==> src/rtl/gpu_cmd_sequencer.sv <==
// Command sequencer: replays queued GPU register writes on the slave bus, waits for irq after
// operation starts, acknowledges via status read, and runs the error-clear handshake on faults.
module gpu_cmd_sequencer #(
  parameter int unsigned FIFO_DEPTH     = 16,
  parameter int unsigned TIMEOUT_CYCLES = 65535
) (
  input  logic                         clock,
  input  logic                         reset,
  input  logic                         cmd_valid,
  output logic                         cmd_ready,
  input  logic [7:0]                   cmd_addr,
  input  logic [31:0]                  cmd_data,
  output logic [7:0]                   g_address,
  output logic                         g_write,
  output logic [31:0]                  g_writedata,
  output logic                         g_read,
  input  logic [31:0]                  g_readdata,
  input  logic                         g_waitrequest,
  input  logic                         g_irq,
  output logic                         busy,
  output logic                         err,
  output logic [1:0]                   err_code,
  input  logic                         err_clear,
  output logic [15:0]                  done_count,
  output logic [$clog2(FIFO_DEPTH):0]  fifo_level
);

  localparam int unsigned PW = $clog2(FIFO_DEPTH);
  localparam logic [PW:0] FULL_LEVEL = (PW + 1)'(FIFO_DEPTH);
  localparam logic [15:0] TIMER_LAST = 16'(TIMEOUT_CYCLES - 1);
  localparam logic [7:0]  STATUS_ADDR = 8'h0f;

  localparam logic [2:0] S_IDLE        = 3'd0;
  localparam logic [2:0] S_ISSUE       = 3'd1;
  localparam logic [2:0] S_WAIT_IRQ    = 3'd2;
  localparam logic [2:0] S_READ_STATUS = 3'd3;
  localparam logic [2:0] S_CLEAR_ERR   = 3'd4;
  localparam logic [2:0] S_HALT        = 3'd5;

  logic [39:0]   mem [FIFO_DEPTH];
  logic [PW-1:0] rd_ptr_q, wr_ptr_q;
  logic [PW:0]   level_q, level_d;
  logic [2:0]    state_q, state_d;
  logic [15:0]   timer_q, timer_d;
  logic [1:0]    clr_q, clr_d;
  logic [1:0]    code_q, code_d;
  logic [15:0]   done_q, done_d;
  logic          wr_d, rd_d;
  logic [7:0]    addr_d;
  logic [31:0]   wdata_d;
  logic          push, pop, fifo_empty, head_legal;
  logic [7:0]    head_addr;
  logic [31:0]   head_data;

  assign fifo_empty = (level_q == '0);
  assign cmd_ready  = (level_q != FULL_LEVEL);
  assign push       = cmd_valid && cmd_ready;
  assign head_addr  = mem[rd_ptr_q][39:32];
  assign head_data  = mem[rd_ptr_q][31:0];
  assign head_legal = (head_addr <= 8'h03) || ((head_addr >= 8'h10) && (head_addr <= 8'h1e));

  assign busy       = (state_q != S_IDLE) || !fifo_empty;
  assign err        = (state_q == S_HALT);
  assign err_code   = code_q;
  assign done_count = done_q;
  assign fifo_level = level_q;

  always_comb begin
    state_d = state_q;
    timer_d = timer_q;
    clr_d   = clr_q;
    code_d  = code_q;
    done_d  = done_q;
    pop     = 1'b0;
    case (state_q)
      S_IDLE: begin
        if (!fifo_empty) begin
          if (head_legal) begin
            state_d = S_ISSUE;
          end else begin
            pop     = 1'b1;
            code_d  = 2'd3;
            state_d = S_HALT;
          end
        end
      end
      S_ISSUE: begin
        if (!g_waitrequest) begin
          pop = 1'b1;
          if (head_addr <= 8'h03) begin
            state_d = S_WAIT_IRQ;
            timer_d = '0;
          end else begin
            state_d = S_IDLE;
          end
        end
      end
      S_WAIT_IRQ: begin
        // irq in the final cycle takes priority over the timeout
        if (g_irq) begin
          state_d = S_READ_STATUS;
        end else if (timer_q == TIMER_LAST) begin
          code_d  = 2'd2;
          clr_d   = 2'd2;
          state_d = S_CLEAR_ERR;
        end else begin
          timer_d = timer_q + 16'd1;
        end
      end
      S_READ_STATUS: begin
        if (!g_waitrequest) begin
          if (g_readdata == '0) begin
            done_d  = done_q + 16'd1;
            state_d = S_IDLE;
          end else begin
            code_d  = 2'd1;
            clr_d   = 2'd1;
            state_d = S_CLEAR_ERR;
          end
        end
      end
      S_CLEAR_ERR: begin
        if (!g_waitrequest) begin
          clr_d = clr_q - 2'd1;
          if (clr_q == 2'd1) state_d = S_HALT;
        end
      end
      S_HALT: begin
        if (err_clear) begin
          state_d = S_IDLE;
          code_d  = 2'd0;
        end
      end
      default: state_d = S_IDLE;
    endcase
  end

  // Bus outputs are registered from the next state so they line up with the state they belong to.
  always_comb begin
    wr_d    = 1'b0;
    rd_d    = 1'b0;
    addr_d  = '0;
    wdata_d = '0;
    case (state_d)
      S_ISSUE: begin
        wr_d    = 1'b1;
        addr_d  = head_addr;
        wdata_d = head_data;
      end
      S_READ_STATUS: begin
        rd_d   = 1'b1;
        addr_d = STATUS_ADDR;
      end
      S_CLEAR_ERR: begin
        wr_d    = 1'b1;
        addr_d  = STATUS_ADDR;
        wdata_d = 32'd1;
      end
      default: ;
    endcase
  end

  assign level_d = level_q + (PW + 1)'(push) - (PW + 1)'(pop);

  always_ff @(posedge clock) begin
    if (push) mem[wr_ptr_q] <= {cmd_addr, cmd_data};
  end

  always_ff @(posedge clock) begin
    if (reset) begin
      state_q     <= S_IDLE;
      timer_q     <= '0;
      clr_q       <= '0;
      code_q      <= '0;
      done_q      <= '0;
      level_q     <= '0;
      rd_ptr_q    <= '0;
      wr_ptr_q    <= '0;
      g_write     <= 1'b0;
      g_read      <= 1'b0;
      g_address   <= '0;
      g_writedata <= '0;
    end else begin
      state_q     <= state_d;
      timer_q     <= timer_d;
      clr_q       <= clr_d;
      code_q      <= code_d;
      done_q      <= done_d;
      level_q     <= level_d;
      if (pop)  rd_ptr_q <= rd_ptr_q + PW'(1);
      if (push) wr_ptr_q <= wr_ptr_q + PW'(1);
      g_write     <= wr_d;
      g_read      <= rd_d;
      g_address   <= addr_d;
      g_writedata <= wdata_d;
    end
  end

endmodule

==> config.mk <==
export PLATFORM = sky130hd
export DESIGN_NAME = gpu_cmd_sequencer
export DESIGN_NICKNAME = d
export VERILOG_FILES = /design/src/rtl/gpu_cmd_sequencer.sv
export SDC_FILE = /design/constraint.sdc
export NUM_CORES = 1
export LEC_CHECK = 0
export ABC_AREA = 1
export BUFFER_PORTS_ARGS = -buffer_cell sky130_fd_sc_hd__buf_2
export CAP_MARGIN = 20
export CORE_MARGIN = 2
export CORE_UTILIZATION = 30
export CTS_BUF_LIST = sky130_fd_sc_hd__clkbuf_16
export CTS_CLUSTER_DIAMETER = 150
export DETAILED_ROUTE_END_ITERATION = 10
export SLEW_MARGIN = 20
export SYNTH_ARGS = -nofsm -noshare
export SYNTH_HDL_FRONTEND = slang
export SYNTH_SLANG_ARGS = --single-unit
==> constraint.sdc <==
create_clock -name clock -period 4.1 [get_ports clock]
set_input_delay 0.205 -clock clock [delete_from_list [all_inputs] [get_ports clock]]
set_output_delay 0.205 -clock clock [all_outputs]
set_load 0.05 [all_outputs]
== Word-level counts from Yosys, hierarchy flattened ==
Memories as Yosys holds them, arrays and structs flattened. A register that Yosys moved wholly into a read port is not among the register bits.
Cells that the tools add are included.

* RAM bits: 640
* Output and inout port bits: 68
* Memories kept: 1
* Bits of input ports: 78
* Flip-flop bits (word level): 94
* Word-level logic and storage cells: 103

* Multiplexer cells: 39
* Bitwise logic cells: 1
* Reductions and logical operators: 18
* $lt $le $gt $ge: 3
* Equal/unequal tests: 22
* Add/sub/neg operators: 7

{| class="wikitable"
|+ Memory list
! memory !! words !! width !! read ports !! clocked after memory_dff !! write ports !! line !! RTL
|-
| mem || 16 || 40 || 1 || 1 || 1 || 40 || <nowiki>logic [39:0] mem [FIFO_DEPTH];</nowiki>
|}

{| class="wikitable"
|+ Operator list
! cell !! number
|-
| 16-bit two-way mux || 4
|-
| 32-bit case mux with 2 select lines || 1
|-
| 16-bit by 1-bit adder with 16-bit output, second input constant || 2
|-
| 32-bit zero test || 1
|-
| 16-bit case mux with 2 select lines || 1
|-
| 3-bit two-way mux || 10
|-
| 2-bit != test, second input constant || 10
|-
| 2-bit two-way mux || 9
|-
| 3-bit case mux with 6 select lines || 1
|-
| 16-bit == test, second input constant || 1
|-
| 8-bit case mux with 2 select lines || 1
|-
| 3-bit by 2-bit == test with 1-bit output, second input constant || 3
|-
| 3-bit == test, second input constant || 3
|-
| 4-bit by 1-bit adder with 4-bit output, second input constant || 2
|-
| 8-bit by 5-bit greater-or-equal comparator with 1-bit output, second input constant || 1
|-
| 8-bit by 2-bit less-or-equal comparator with 1-bit output, second input constant || 1
|-
| 8-bit by 5-bit less-or-equal comparator with 1-bit output, second input constant || 1
|-
| 4-bit two-way mux || 2
|-
| 2-bit case mux with 4 select lines || 1
|-
| 8-bit AND reduction || 1
|-
| 1-bit two-way mux || 7
|-
| 3-bit by 1-bit == test with 1-bit output, second input constant || 2
|-
| 2-bit case mux with 3 select lines || 1
|-
| 6-bit AND reduction || 1
|-
| 19 further kinds || 23
|}

== Depth between registers and ports, before layout ==
Gate-level depths: netlist of the first run.

* Word-level depth: 9
* Mapped depth: 24
* Gate-level depth less buffers: 22

== Worst setup path after synthesis of the first run ==
No wires, ideal clock.

* Kind: reg-to-reg
* From: register level_q[2], in the netlist fifo_level[2]
* To: memory mem[11][0] (enable)
* Buffers on the path: 0
* Required time: 3.663 ns
* Cell stages (with the launch flop): 8
* Setup time: 0.437 ns
* Data arrival time: 3.584 ns
* Path slack: 0.079 ns
* Period minus slack after synthesis: 4.021 ns
* Path through: dfxtp_1 -> inv_1 -> ha_1 -> nand4_1 -> nand2_1 -> inv_1 -> nand2_1 -> nor2_1

* Cells in the longest elaborated chain, start to end: 4

{| class="wikitable"
|+ RTL lines
! item !! line !! RTL
|-
| start, declared || 42 || <nowiki>logic [PW:0] level_q, level_d;</nowiki>
|-
| start signal, assigned || 189 || <nowiki>level_q <= level_d;</nowiki>
|-
| 5-bit != test || 56 || <nowiki>assign cmd_ready = (level_q != FULL_LEVEL);</nowiki>
|-
| net cmd_ready || 10 || <nowiki>output logic cmd_ready,</nowiki>
|-
| 1-bit logical AND || 57 || <nowiki>assign push = cmd_valid && cmd_ready;</nowiki>
|-
| 1-bit two-way mux || 166 || <nowiki>if (push) mem[wr_ptr_q] <= {cmd_addr, cmd_data};</nowiki>
|-
| 1-bit two-way mux (implied by the code) || 166 ||
|-
| end, declared || 40 ||
|}

The timed path passes the listed nets, and every way through them passes these cells.

==> results.py, run 1 <==
metrics = {
    "status": {
        "status": "finished clean",
    },
    "route": {
        "wl_met1_mm": 34.61,
        "dr_wl_met3_mm": 4.683,
        "first_pass_iters": 5,
        "vias_per_cell": 4.907,
        "vias": 19288,
        "avgRoutedWirePerCell_um": 19.68,
        "wl_mm": 77.34,
        "drtAntennaViolNets": 0,
        "drc": 0,
        "drt_iter0_drc": 1880,
        "dr_wl_met2_mm": 36.49,
        "routed.top_layer": "met5",
    },
    "clocking": {
        "clock_path_buffers": 3,
        "ctsRootBufferMaster": "clkbuf_16",
        "cts_tree": "built",
        "numCtsBuffers": 81,
        "clkTransAtPathRegs_ps": 60,
        "cts_sinks": 738,
        "postCtsSetupBuffers": 0,
        "cts_hold_buffers": 41,
        "insertion_delay_ps": 630,
        "htreeDepth": 3,
        "cts_resized": 0,
    },
    "synthesis": {
        "ys_async_sr_fraction_pct": 0,
        "yosys_warnings": 0,
        "synth_area_leader_cell": "edfxtp_1",
        "synth.top_cell.area_share_pct": 65.62,
        "synthFlopType": "edfxtp_1",
        "ys_ff_latch": 738,
        "synth_edf_count": 640,
        "syn_nets": 2502,
        "ys_seq_area_share_pct": 72.32,
        "synthTopCellsByArea": "edfxtp_1 (66%), nand2_1 (6.9%), dfxtp_1 (6.7%)",
        "synth.avg_cell_area_um2": 12.16,
        "synth_cell_types": 48,
        "syn_inst": 2408,
        "syn-cell-area_um2": 29290,
    },
    "sta": {
        "rsz0062_at_grt": "false",
        "fmax_mhz": 281.0,
        "setup_tns_ps": 0,
        "min_period_ps": 3558,
        "worstMarginPinSlew_ps": 970.3,
        "setup_violations": 0,
        "slew_violations": 0,
        "setup_slack_ps": 541.7,
        "hold_viol": 0,
        "slew_headroom_pct": 35.31,
        "finClkSkew_ps": 20.64,
        "period_share_pct": 86.79,
    },
    "power_and_ir_drop": {
        "cell_internal_pwr_w": 0.01439,
        "switching_share_pct": 34.43,
        "netSwitchingPower_w": 0.007555,
        "p_leak_nw": 12.23,
        "vdd_drop_max_mv": 0.3788,
        "powerDensity_nw_per_um2": 634.7,
        "seqPwrFrac_pct": 39.9,
        "p_clk_share_pct": 32.5,
        "power_frac_comb_pct": 27.6,
    },
    "global_routing": {
        "track_usage_pct": 15.28,
        "grt_pass1_wl_mm": 116.3,
        "grt_max_degree": 199,
        "grt_pass1_vias": 18581,
        "antenna_found_initial": 10,
        "overflow": 0,
    },
    "final_layout": {
        "final_cell_mix": "edfxtp_1 (640), nand2_1 (538), a21oi_1 (260)",
        "layout.nets": 2678,
        "area_growth_pct": 18.03,
        "final_common_cell": "edfxtp_1",
        "final_cell_area_um2": 34570,
        "drive_above_1_share_pct": 13.88,
    },
    "die": {
        "fp.dieW_um": 316.4,
        "die_y_um": 316.4,
        "die-area_um2": 100100,
        "core_region_area_um2": 96710,
        "initial_core_util_pct": 30.28,
        "boundaryPins": 146,
        "rows": 114,
    },
    "placed_design": {
        "post-place-ws_ps": 578.6,
        "port_buffers": 145,
        "dpl.hpwl_mm": 40.92,
        "place_congestion": 0.8045,
        "placedInstanceArea_um2": 31530,
    },
    "critical_path": {
        "worstReg2RegEnd": "fifo_level[4]",
        "required_ps": 4650,
        "rr_worst_depth": 21,
        "startpoint_type": "register",
        "endpoint_kind": "register",
        "crit_path_max_fanout": 93,
        "cp.arrival_ps": 4110,
        "crit_type": "register to register",
        "reg2reg_slack_ps": 540,
    },
    "min_path": {
        "worstHoldStart": "cmd_valid",
        "min_to": "wr_ptr_q[1]",
        "hold_path_class": "input port to register",
        "whs_path_depth": 3,
    },
    "run": {
        "max-cap-violations": 0,
    },
}
power groups by stage:
stage | clock, W | sequential [W] | combinational [W]
after floorplan | 0 | 0.00946 | 0.00380
after global placement | 0 | 0.00892 | 0.00597
after detailed placement | 0 | 0.00892 | 0.00601
after CTS | 0.00730 | 0.00877 | 0.00608
after global routing | 0.00761 | 0.00880 | 0.00671
final | 0.00714 | 0.00875 | 0.00605
final cells by class:
class	count	area (um^2)
tap	1276	1597
multi-input combinational	1417	7156
antenna	3	7.507
sequential	738	21190
fill	9410	62140
timing repair buffer	233	1555
clock inverter	69	564.3
clock buffer	82	2052
inverter	113	445.4
cell families after synthesis:
logic type / count (synthesis) / share of synthesized area, %
xor gates and xnor gates: 15 / 0.4486
and+or+nand+nor: 891 / 12.60
buffers and inverters: 253 / 3.657
adders and majority gates: 16 / 0.7092
AOI/OAI and AO/OA: 495 / 10.26
DFF: 738 / 72.32
cells in the mapped netlist, types with 2 or more instances:
| library cell | count |
|---|---|
| nand2_1 | 538 |
| o21ai_0 | 67 |
| o31ai_1 | 19 |
| xor2_1 | 9 |
| nand3_1 | 137 |
| o21a_1 | 2 |
| buf_6 | 8 |
| xnor2_1 | 6 |
| inv_2 | 6 |
| edfxtp_1 | 640 |
| buf_1 | 21 |
| nor3_4 | 2 |
| nor4_1 | 2 |
| nand2_2 | 2 |
| nor2_2 | 14 |
| ha_1 | 15 |
| a21oi_1 | 260 |
| inv_1 | 104 |
| dfxtp_1 | 98 |
| nor3_1 | 17 |
| nor2_1 | 156 |
| o211ai_1 | 7 |
| a221oi_1 | 99 |
| buf_4 | 3 |
| clkbuf_1 | 75 |
| a32oi_1 | 9 |
| buf_2 | 33 |
| o21ai_1 | 9 |
| nand4_1 | 13 |
| a21oi_2 | 6 |
| a31oi_1 | 12 |
| a211oi_1 | 3 |
registers in the layout, summed over array words and instances, names as in the netlist, 2 cells and up, named ones only:
register     count
clr_q            2
done_count      16
err_code         2
fifo_level       5
g_address        8
g_writedata     32
mem            640
rd_ptr_q         4
state_q          3
timer_q         16
wr_ptr_q         4
per-stage QoR:
step / hold slack (ps) / cells / total power [W] / utilization [%]
after global placement: 453.5 / 3736 / 0.01489 / 32.60
after floorplan: 303.9 / 2408 / 0.01326 / -
after global routing: 55.89 / 3930 / 0.02312 / 35.74
final: 18.84 / 3931 / 0.02194 / 35.75
after CTS: 4.599 / 3928 / 0.02214 / 35.73
after detailed placement: 459.2 / 3736 / 0.01493 / 32.60
worst max-delay path, cell delays in order, from the launching register on:
cell,delay (ps)
dfxtp_4,400
buf_12,360
nand2_1,110
nand3_1,90
nand3_1,80
nand3_1,130
nand2_1,120
nor2_1,120
nand2_1,80
nor2_2,150
nor2_2,50
nand3_2,100
nand2_1,160
ha_1,320
inv_1,40
ha_1,200
fa_1,440
nand2_1,80
a21oi_1,70
nor2_1,120
o21ai_0,90
a21oi_1,150
routing by layer:
metal	track usage [%]	vias to the layer above
met5	0	-
met2	24.66	596
met4	4.277	10
li1	-	9069
met3	2.505	103
met1	21.26	9510
worst max-delay path by stage:
| stage | end | from | cells after the start |
|---|---|---|---|
| 6_report | fifo_level[4] | register | 21 |
| 5_1_grt | fifo_level[4] | register | 21 |
| 4_1_cts | fifo_level[4] | register | 21 |
| 3_5_place_dp | fifo_level[4] | register | 21 |
| 3_3_place_gp | fifo_level[4] | register | 21 |
| 2_1_floorplan | mem[11][0] | fifo_level[2] | 7 |
Note: power is estimated with default switching activity, not from simulation.
==> run 2, diff against run 1 <==
- BUFFER_PORTS_ARGS: -buffer_cell sky130_fd_sc_hd__buf_2 -> -buffer_cell sky130_fd_sc_hd__buf_4
==> results.py, run 2 (synthesis gave the netlist of run 1 again) <==
metrics = {
    "sta": {
        "worstMarginPinSlew_ps": 1012,
        "slew_violations": 0,
        "setup_violations": 0,
        "setup_slack_ps": 496.3,
        "period_share_pct": 87.90,
        "fmax_mhz": 277.5,
        "finClkSkew_ps": 33.79,
        "rsz0062_at_grt": "false",
        "slew_headroom_pct": 32.53,
        "setup_tns_ps": 0,
        "min_period_ps": 3604,
        "hold_viol": 0,
    },
    "critical_path": {
        "path_cells": "buf_4 -> nand2_1 -> nand3_1 -> nand3_1 -> nand3_1 -> nand2_1 -> nor2_1 -> nand2_1 -> nor2_2 -> nor2_2 -> nand3_2 -> nand2_1 -> ha_1 -> inv_1 -> ha_1 -> fa_1 -> nand2_1 -> a21oi_1 -> nor2_1 -> o21ai_0 -> a21oi_1",
        "startpoint_type": "register",
        "endpoint_kind": "register",
        "required_ps": 4650,
        "slowest_delay_ps": 520,
        "crit_path_max_fanout": 31,
        "crit_type": "register to register",
        "path_buf_inv": 2,
        "rr_worst_depth": 21,
        "crit_family": "simple AND/OR/NAND/NOR gates",
        "cpMaxStageDelayCell": "dfxtp_4",
        "worstReg2RegEnd": "fifo_level[4]",
        "cp.arrival_ps": 4160,
        "reg2reg_slack_ps": 500,
        "crit_top_cell": "nand2_1",
    },
    "placed_design": {
        "dpl.hpwl_mm": 42.00,
        "post-place-ws_ps": 480.2,
        "place_congestion": 0.8040,
        "port_buffers": 145,
    },
    "min_path": {
        "worstHoldStart": "cmd_valid",
        "whs_path_depth": 3,
        "hold_path_class": "input port to register",
        "min_to": "wr_ptr_q[1]",
    },
    "final_layout": {
        "seqCellArea_um2": 21190,
        "layout.nets": 2680,
        "largest_reg_flops": 640,
        "multiInputGateArea_um2": 7156,
        "drive_above_1_share_pct": 14.04,
        "top_register": "mem",
        "largestRegisters": "mem (640), g_writedata (32)",
        "fillers": 9366,
        "final_common_cell": "edfxtp_1",
        "area_growth_pct": 19.47,
        "final_cell_mix": "edfxtp_1 (640), nand2_1 (538), a21oi_1 (260)",
    },
    "route": {
        "first_pass_iters": 5,
        "drtAntennaViolNets": 0,
        "vias_per_cell": 4.901,
        "wl_mm": 77.07,
        "drt_iter0_drc": 1957,
        "vias": 19251,
        "drc": 0,
        "avgRoutedWirePerCell_um": 19.62,
    },
    "die": {
        "rows": 114,
        "boundaryPins": 146,
        "fp.dieW_um": 316.4,
        "initial_core_util_pct": 30.28,
        "core_region_area_um2": 96710,
        "die_y_um": 316.4,
        "die-area_um2": 100100,
    },
    "power_and_ir_drop": {
        "seqPwrFrac_pct": 40.0,
        "cell_internal_pwr_w": 0.01439,
        "vdd_drop_max_mv": 0.3065,
        "switching_share_pct": 34.52,
        "netSwitchingPower_w": 0.007588,
        "power_frac_comb_pct": 27.8,
        "p_clk_share_pct": 32.2,
        "powerDensity_nw_per_um2": 628.2,
        "p_leak_nw": 12.28,
    },
    "clocking": {
        "cts_tree": "built",
        "ctsRootBufferMaster": "clkbuf_16",
        "cts_sinks": 738,
        "numCtsBuffers": 80,
        "clkTransAtPathRegs_ps": 60,
        "cts_resized": 0,
        "htreeDepth": 3,
        "insertion_delay_ps": 640,
        "clock_path_buffers": 3,
    },
    "global_routing": {
        "track_usage_pct": 15.23,
        "grt_max_degree": 109,
        "grt_pass1_wl_mm": 116.0,
        "antenna_found_initial": 10,
        "overflow": 0,
        "grt_pass1_vias": 18694,
    },
    "status": {
        "status": "finished clean",
    },
    "run": {
        "max-cap-violations": 0,
    },
}
run 2: cell types whose count changed in the layout (fill, tap and decap cells not counted), moves of 2 or more:
cell	before	now
inv_1	118	113
clkbuf_16	82	80
clkinvlp_4	3	6
clkinv_1	18	15
inv_6	3	5
inv_16	2	0
dlygate4sd3_1	41	43
clkinv_16	0	3
buf_4	41	183
buf_2	145	0
buf_12	5	9
run 2: worst register-to-register path, stage by stage, from the launching register on:
cell	delay, ps
dfxtp_4	520
buf_4	390
nand2_1	120
nand3_1	90
nand3_1	80
nand3_1	100
nand2_1	120
nor2_1	130
nand2_1	80
nor2_2	140
nor2_2	50
nand3_2	100
nand2_1	160
ha_1	310
inv_1	40
ha_1	200
fa_1	440
nand2_1	80
a21oi_1	60
nor2_1	120
o21ai_0	90
a21oi_1	140
run 2: through the flow:
stage | instance area [um^2] | std cells | utilization, % | total power, W | hold WS, ps
finish | 34990 | 3928 | 36.18 | 0.02198 | 39.66
global route | 34990 | 3927 | 36.18 | 0.02313 | 68.12
detailed placement | 31950 | 3737 | 33.04 | 0.01507 | 459.8
CTS | 34980 | 3926 | 36.17 | 0.02221 | 17.17
global placement | 31950 | 3737 | 33.04 | 0.01502 | 456.5
floorplan | 29290 | 2408 | - | 0.01326 | 303.9
run 2: area by class of cell:
cell class | count | share of cell area [%]
flip-flops and latches | 738 | 60.57
multi-input cells | 1417 | 20.45
clock buffers | 80 | 5.721
repair buffers | 236 | 5.704
well taps | 1276 | 4.563
clock inverters | 66 | 1.709
inverters | 113 | 1.273
diodes | 2 | 0.01430
run 2: layer usage:
metal	share of wire, %	track usage [%]	vias up	wire [um]
met1	44	20.47	9497	33630
li1	-	-	9053	-
met5	0.069	0	-	53
met3	6.0	2.721	119	4657
met2	48	25.38	574	37240
met4	1.9	3.988	8	1484
run 2: power by group through the flow:
stage,Clock [W],Sequential (W),Combinational [W]
after floorplan,0,0.00946,0.00380
after CTS,0.00725,0.00881,0.00616
final,0.00707,0.00879,0.00612
after global routing,0.00752,0.00884,0.00678
after detailed placement,0,0.00896,0.00610
after global placement,0,0.00897,0.00606
run 2: timing repair:
item | 4_1_cts | 5_1_grt
hold endpoints to repair | 652 | 0
buffers inserted | 0 | 0
hold buffers | 43 | 0
run 2: worst max path at each step:
stage / to / slack (ps) / depth (start not counted)
after floorplan: mem[11][0] / 80 / 7
after global placement: fifo_level[4] / 530 / 21
after detailed placement: fifo_level[4] / 480 / 21
after CTS: fifo_level[4] / 480 / 21
after global routing: fifo_level[4] / 70 / 21
final: fifo_level[4] / 500 / 21
